--- src/rtl/oled_phase_sequencer_if.sv ---
// Bus bundle between the phase sequencer and its OLED client blocks / pins.
// master = sequencer side, slave = client/pin side.
interface oled_phase_sequencer_if #(
  parameter int NUM_PHASES = 3,
  parameter int IDX_W      = 4
);
  logic                  START;
  logic [NUM_PHASES-1:0] PH_DONE;
  logic [NUM_PHASES-1:0] PH_CS;
  logic [NUM_PHASES-1:0] PH_SDO;
  logic [NUM_PHASES-1:0] PH_SCLK;
  logic [NUM_PHASES-1:0] PH_DC;
  logic [NUM_PHASES-1:0] PH_EN;
  logic                  CS;
  logic                  SDIN;
  logic                  SCLK;
  logic                  DC;
  logic                  BUSY;
  logic [IDX_W-1:0]      PHASE;
  logic                  ERR;

  modport master (
    input  START, PH_DONE, PH_CS, PH_SDO, PH_SCLK, PH_DC,
    output PH_EN, CS, SDIN, SCLK, DC, BUSY, PHASE, ERR
  );

  modport slave (
    output START, PH_DONE, PH_CS, PH_SDO, PH_SCLK, PH_DC,
    input  PH_EN, CS, SDIN, SCLK, DC, BUSY, PHASE, ERR
  );
endinterface

--- src/rtl/oled_phase_sequencer.sv ---
// Runs NUM_PHASES OLED client blocks in order (phase 0 = init) with a one-cycle gap
// between phases; optional per-phase watchdog enabled by macro OLED_SEQ_TIMEOUT_EN.
module oled_phase_sequencer #(
  parameter int NUM_PHASES     = 3,
  parameter int IDX_W          = 4,
  parameter int AUTO_START     = 1,
  parameter int LOOP_START     = 3,
  parameter int RERUN_PHASE    = 1,
  parameter int TIMEOUT_CYCLES = 2000000
) (
  input logic                    CLK,
  input logic                    RST,
  oled_phase_sequencer_if.master bus
);

  if (NUM_PHASES < 2 || NUM_PHASES > 16 || (1 << IDX_W) < NUM_PHASES ||
      RERUN_PHASE < 1 || RERUN_PHASE >= NUM_PHASES || TIMEOUT_CYCLES < 2) begin : g_bad_params
    $error("oled_phase_sequencer: illegal parameter set");
  end

  typedef enum logic [2:0] {
    S_IDLE,
    S_RUN,
    S_GAP,
    S_DONE
`ifdef OLED_SEQ_TIMEOUT_EN
    , S_ERROR
`endif
  } state_t;

  localparam logic [IDX_W-1:0] LAST_IDX  = IDX_W'(NUM_PHASES - 1);
  localparam logic [IDX_W-1:0] LOOP_IDX  = IDX_W'(LOOP_START);
  localparam logic [IDX_W-1:0] RERUN_IDX = IDX_W'(RERUN_PHASE);
  localparam bit               DO_LOOP   = (LOOP_START < NUM_PHASES);

  state_t                r_state;
  state_t                w_state_nxt;
  logic [IDX_W-1:0]      r_phase;
  logic [IDX_W-1:0]      w_phase_nxt;
  logic [NUM_PHASES-1:0] w_sel;
  logic                  w_done;

  // One-hot select by shift so an index wider than the phase vector never goes out of range.
  assign w_sel  = NUM_PHASES'(1) << r_phase;
  assign w_done = |(bus.PH_DONE & w_sel);

`ifdef OLED_SEQ_TIMEOUT_EN
  localparam int unsigned      CNT_W   = $clog2(TIMEOUT_CYCLES);
  localparam logic [CNT_W-1:0] CNT_LIM = CNT_W'(TIMEOUT_CYCLES - 1);

  logic [CNT_W-1:0] r_wdog;

  // Held at zero outside RUN, so every entry to RUN starts a fresh count.
  always_ff @(posedge CLK) begin
    if (RST || r_state != S_RUN) r_wdog <= '0;
    else                         r_wdog <= r_wdog + 1'b1;
  end
`endif

  always_ff @(posedge CLK) begin
    if (RST) begin
      r_state <= S_IDLE;
      r_phase <= '0;
    end else begin
      r_state <= w_state_nxt;
      r_phase <= w_phase_nxt;
    end
  end

  always_comb begin
    w_state_nxt = r_state;
    w_phase_nxt = r_phase;
    case (r_state)
      S_IDLE: begin
        if (AUTO_START != 0 || bus.START) begin
          w_state_nxt = S_RUN;
          w_phase_nxt = '0;
        end
      end
      S_RUN: begin
        if (w_done) begin
          if (r_phase != LAST_IDX) begin
            w_state_nxt = S_GAP;
            w_phase_nxt = r_phase + 1'b1;
          end else if (DO_LOOP) begin
            w_state_nxt = S_GAP;
            w_phase_nxt = LOOP_IDX;
          end else begin
            w_state_nxt = S_DONE;
          end
        end
`ifdef OLED_SEQ_TIMEOUT_EN
        else if (r_wdog == CNT_LIM) begin
          w_state_nxt = S_ERROR;
        end
`endif
      end
      S_GAP: w_state_nxt = S_RUN;
      S_DONE: begin
        if (bus.START) begin
          w_state_nxt = S_GAP;
          w_phase_nxt = RERUN_IDX;
        end
      end
      default: ;
    endcase
  end

  always_comb begin
    bus.PH_EN = '0;
    bus.CS    = 1'b1;
    bus.SDIN  = 1'b0;
    bus.SCLK  = 1'b1;
    bus.DC    = 1'b0;
    if (r_state == S_RUN) begin
      bus.PH_EN = w_sel;
      bus.CS    = |(bus.PH_CS   & w_sel);
      bus.SDIN  = |(bus.PH_SDO  & w_sel);
      bus.SCLK  = |(bus.PH_SCLK & w_sel);
      bus.DC    = |(bus.PH_DC   & w_sel);
    end
  end

  assign bus.BUSY  = (r_state == S_RUN) || (r_state == S_GAP);
  assign bus.PHASE = r_phase;

`ifdef OLED_SEQ_TIMEOUT_EN
  assign bus.ERR = (r_state == S_ERROR);
`else
  assign bus.ERR = 1'b0;
`endif

endmodule
--- src/flat_wrapper.sv ---
// flat-port wrapper written by rule: the top's interface ports become plain ports
module oled_phase_sequencer_flat 
#(
  parameter int NUM_PHASES     = 3,
  parameter int IDX_W          = 4,
  parameter int AUTO_START     = 1,
  parameter int LOOP_START     = 3,
  parameter int RERUN_PHASE    = 1,
  parameter int TIMEOUT_CYCLES = 2000000
)
  (CLK, RST, bus_START, bus_PH_DONE, bus_PH_CS, bus_PH_SDO, bus_PH_SCLK, bus_PH_DC, bus_PH_EN, bus_CS, bus_SDIN, bus_SCLK, bus_DC, bus_BUSY, bus_PHASE, bus_ERR);
  oled_phase_sequencer_if #(.NUM_PHASES(NUM_PHASES), .IDX_W(IDX_W)) bus_i ();
  input logic CLK;
  input logic RST;
  input wire logic [$bits(bus_i.START)-1:0] bus_START;
  input wire logic [$bits(bus_i.PH_DONE)-1:0] bus_PH_DONE;
  input wire logic [$bits(bus_i.PH_CS)-1:0] bus_PH_CS;
  input wire logic [$bits(bus_i.PH_SDO)-1:0] bus_PH_SDO;
  input wire logic [$bits(bus_i.PH_SCLK)-1:0] bus_PH_SCLK;
  input wire logic [$bits(bus_i.PH_DC)-1:0] bus_PH_DC;
  output wire logic [$bits(bus_i.PH_EN)-1:0] bus_PH_EN;
  output wire logic [$bits(bus_i.CS)-1:0] bus_CS;
  output wire logic [$bits(bus_i.SDIN)-1:0] bus_SDIN;
  output wire logic [$bits(bus_i.SCLK)-1:0] bus_SCLK;
  output wire logic [$bits(bus_i.DC)-1:0] bus_DC;
  output wire logic [$bits(bus_i.BUSY)-1:0] bus_BUSY;
  output wire logic [$bits(bus_i.PHASE)-1:0] bus_PHASE;
  output wire logic [$bits(bus_i.ERR)-1:0] bus_ERR;
  assign bus_i.START = bus_START;
  assign bus_i.PH_DONE = bus_PH_DONE;
  assign bus_i.PH_CS = bus_PH_CS;
  assign bus_i.PH_SDO = bus_PH_SDO;
  assign bus_i.PH_SCLK = bus_PH_SCLK;
  assign bus_i.PH_DC = bus_PH_DC;
  assign bus_PH_EN = bus_i.PH_EN;
  assign bus_CS = bus_i.CS;
  assign bus_SDIN = bus_i.SDIN;
  assign bus_SCLK = bus_i.SCLK;
  assign bus_DC = bus_i.DC;
  assign bus_BUSY = bus_i.BUSY;
  assign bus_PHASE = bus_i.PHASE;
  assign bus_ERR = bus_i.ERR;
  oled_phase_sequencer #(.NUM_PHASES(NUM_PHASES), .IDX_W(IDX_W), .AUTO_START(AUTO_START), .LOOP_START(LOOP_START), .RERUN_PHASE(RERUN_PHASE), .TIMEOUT_CYCLES(TIMEOUT_CYCLES)) u_core (.CLK(CLK), .RST(RST), .bus(bus_i));
endmodule
--- config.mk ---
export PLATFORM = sky130hd
export DESIGN_NAME = oled_phase_sequencer_flat
export DESIGN_NICKNAME = d
export VERILOG_FILES = /design/src/rtl/oled_phase_sequencer_if.sv /design/src/rtl/oled_phase_sequencer.sv /design/src/flat_wrapper.sv
export SDC_FILE = /design/constraint.sdc
export NUM_CORES = 1
export LEC_CHECK = 0
export ABC_CLOCK_PERIOD_IN_PS = 5800
export BUFFER_PORTS_ARGS = -buffer_cell sky130_fd_sc_hd__buf_2
export CAP_MARGIN = 20
export CELL_PAD_IN_SITES_DETAIL_PLACEMENT = 1
export CELL_PAD_IN_SITES_GLOBAL_PLACEMENT = 1
export CORE_MARGIN = 3
export CORE_UTILIZATION = 33
export CTS_CLUSTER_DIAMETER = 60
export CTS_CLUSTER_SIZE = 25
export DETAILED_ROUTE_END_ITERATION = 8
export PLACE_DENSITY_LB_ADDON = 0.1
export SYNTH_ARGS = -nofsm -noshare
export SYNTH_HDL_FRONTEND = slang
export SYNTH_SLANG_ARGS = --single-unit
--- constraint.sdc ---
create_clock -name CLK -period 5.8 [get_ports CLK]
set_clock_uncertainty 0.2 [all_clocks]
set_input_delay 0.58 -clock CLK [delete_from_list [all_inputs] [get_ports CLK]]
set_output_delay 0.58 -clock CLK [all_outputs]
set_load 0.01 [all_outputs]
==> key figures <==
Synth
  – Post-synth EDFFs: 0
  – Synthesized area: between 600 and 700 um2
  – Post-Syn Nets: approximately 100
  – Synth Warn #: 0
  – Flops & latches, synth: 6
  – Share of the yosys chip area belonging to registers: 0.1943
  – Post-Syn Area per Cell: approximately 7.9 um2
  – Number of cells produced by synthesis: around 80
  – Synth unique cells: 34
  – Post-synth ARST share: 0
  – Top_reg_cell synth: dfxtp_1

Critical path
  – CP Data Arrival Time: 1.84 ns
  – R2r endpoint: u_core.bus.PHASE[3]
  – Startpoint Class: flip-flop
  – R2r setup slk: approximately 3.6 ns
  – WP data required: about 5 ns
  – R2r startpoint: u_core.bus.PHASE[0]
  – Crit-path max FO: 13
  – R2R cell count: 5
  – CP Capture Type: output port
  – Setup CP Type: reg2out

Route
  – Post-DRT Antenna Nets: 0
  – TritonRoute pass-1 iters: 4
  – Post-Route WL: ~1700 um
  – DR vias: ~660
  – DR WL/cell: between 10 and 15 um
  – DRC Markers: 0
  – Initial DRC Count: 7
  – Via density: 5.062

Hold path
  – WHS Path Cells: 2
  – Hold path start: RST
  – Hold Path Class: in2reg
  – Worst Hold End: u_core.bus.PHASE[2]

Global routing
  – Number of global-route vias before repair: just under 700
  – Global-route wire length before repair: between 3000 and 4000 um
  – Gr usage total: 0.1593
  – Initial antenna violation count: 0
  – Largest net degree at the start of global routing: 15
  – GRT overflow: 0

Final layout
  – Layout area overhead: 26.92%
  – # fillers: 238
  – Most frequent cells in the layout: buf_2 (29), nor2_1 (10), a21oi_1 (7)
  – Ant. Diodes: 0
  – Layout cells sized above 1: 0.3333
  – Commonest non-fill, non-tap cell in the layout: buf_2
  – Nets: between 100 and 150

Clock network
  – Clk_lat worst skew: ~0.25 ns
  – CTS tree: done
  – CTS max path bufs: 2
  – Sink Count: 6
  – CTS H-Tree Depth: 1
  – Worst-path clk slew: about 0.050 ns
  – Total CTS buffers: 3
  – CTS resizes: 0
  – CTS Root Cell: clkbuf_4
  – Total setup buffers inserted after CTS: 0
  – Cts hold-fix bufs: 0

Die
  – Starting density of the core: 0.3541
  – Area of the core: roughly 1700 um2
  – Die Area: 2429 um2
  – # rows: 15
  – I/O pin total: 31
  – Die extent in y: between 40 and 50 um
  – Die width: about 50 um

Power
  – Power per standard cell area: between 300 and 400 nW/um2
  – LEAKAGE: about 0.00038 uW
  – Worst vdd ir: 0.1608 mV
  – Pint: 132.9 uW
  – Seq pwr share: 0.270
  – Clk pwr share: 0.164
  – Logic pwr share: 0.567
  – Switching share of power: 0.4620
  – Net Switching: about 110 uW

Timing
  – Fmax: approximately 380 MHz
  – Period minus WS final: 2.623 ns
  – Final Hold Viols: 0
  – Final period utilization: 0.4523
  – Min Hold Slack: 0.3633 ns
  – Max-Slew Margin vs Limit: 0.6084
  – Worst Max-Slew Pin Slew: 0.5866 ns
  – RSZ-0062 raised after global routing: false
  – Final setup fails: 0
  – Max Slew Vio Count: 0
  – Setup TNS: 0 ns

Run status
  – Status: finished, final reports clean

Placed design
  – RePlAce Congestion: between 0.7 and 0.8
  – Port Buffer Count: 29
  – HPWL after DPL: around 1400 um

Run
  – Max-Cap Viols: 0
==> area by class of cell <==
| class | instances | area [um2] | share of cell area |
|---|---|---|---|
| well taps | 25 | 31.28 | 0.03987 |
| multi-input cells | 63 | 450.4 | 0.5742 |
| inverters | 4 | 15.01 | 0.01914 |
| repair buffers | 29 | 145.1 | 0.1850 |
| flip-flops and latches | 6 | 120.1 | 0.1531 |
| clock buffers | 3 | 22.52 | 0.02871 |
==> per-layer routing <==
| layer | wire, um | up-vias | GRT usage |
|---|---|---|---|
| met4 | 9 | 0 | 0.04265 |
| li1 | - | 334 | - |
| met3 | 84 | 2 | 0.04587 |
| met1 | 724 | 307 | 0.1959 |
| met5 | 0 | - | 0 |
| met2 | 862 | 15 | 0.2679 |
==> Yosys cell counts (2+ instances only) <==
cell type	number	area [um2]
nor2_1	10	37.54
a21oi_1	7	35.03
dfxtp_1	6	120.1
ha_1	6	75.07
nand2_1	6	22.52
mux2i_1	5	50.05
inv_1	4	15.01
nor3_1	3	15.01
o31ai_1	3	22.52
a31oi_1	2	12.51
buf_2	2	10.01
nor2b_1	2	12.51
==> cell families after synthesis <==
| logic type | count (synthesis) | synth area share |
|---|---|---|
| flops | 6 | 0.1943 |
| mux | 5 | 0.08097 |
| other cells | 1 | 0.006067 |
| simple gates | 30 | 0.2551 |
| buf+inv | 9 | 0.07691 |
| compound gates | 21 | 0.2652 |
| fa+ha+maj | 6 | 0.1215 |
==> worst max-delay path by stage <==
stage,start,end,slack (ns),cells after the start
detailed placement,u_core.r_state[1],bus_PH_EN[2],3.39,5
global route,u_core.r_state[1],bus_PH_EN[2],2.99,5
finish,u_core.r_state[1],bus_PH_EN[2],3.18,5
floorplan,u_core.r_state[1],bus_PH_EN[0],3.73,5
global placement,u_core.r_state[1],bus_PH_EN[2],3.51,5
CTS,u_core.r_state[1],bus_PH_EN[2],3.13,5
==> flip-flops by register name, indices dropped and copies added (netlist names) <==
register	cells
u_core.bus.PHASE	4
u_core.r_state	2
==> critical path, cell delays in order, from the launching register on <==
cell and delay (ns):
dfxtp_1 0.33, inv_1 0.08, ha_1 0.45, nor3b_1 0.43
and2_1 0.18, buf_2 0.12
==> power by group through the flow <==
stage	Combinational, uW	Sequential, uW	Clock, uW
2_1_floorplan	110	58.3	0
3_3_place_gp	141	67.1	0
3_5_place_dp	143	68.1	0
4_1_cts	144	67.2	43.1
5_1_grt	162	69.2	45.4
6_report	140	66.6	40.4
==> stage by stage <==
stage,util,std cells,area (um2),worst slack [ns],power (uW)
3_5_place_dp,0.4366,127,762.0,3.393,210.9
6_report,0.4495,130,784.5,3.177,247.0
5_1_grt,0.4495,130,784.5,2.988,276.8
2_1_floorplan,-,78,618.1,3.727,168.5
3_3_place_gp,0.4366,127,762.0,3.513,208.1
4_1_cts,0.4495,130,784.5,3.125,253.9
Note: power is estimated with default switching activity, not from simulation.
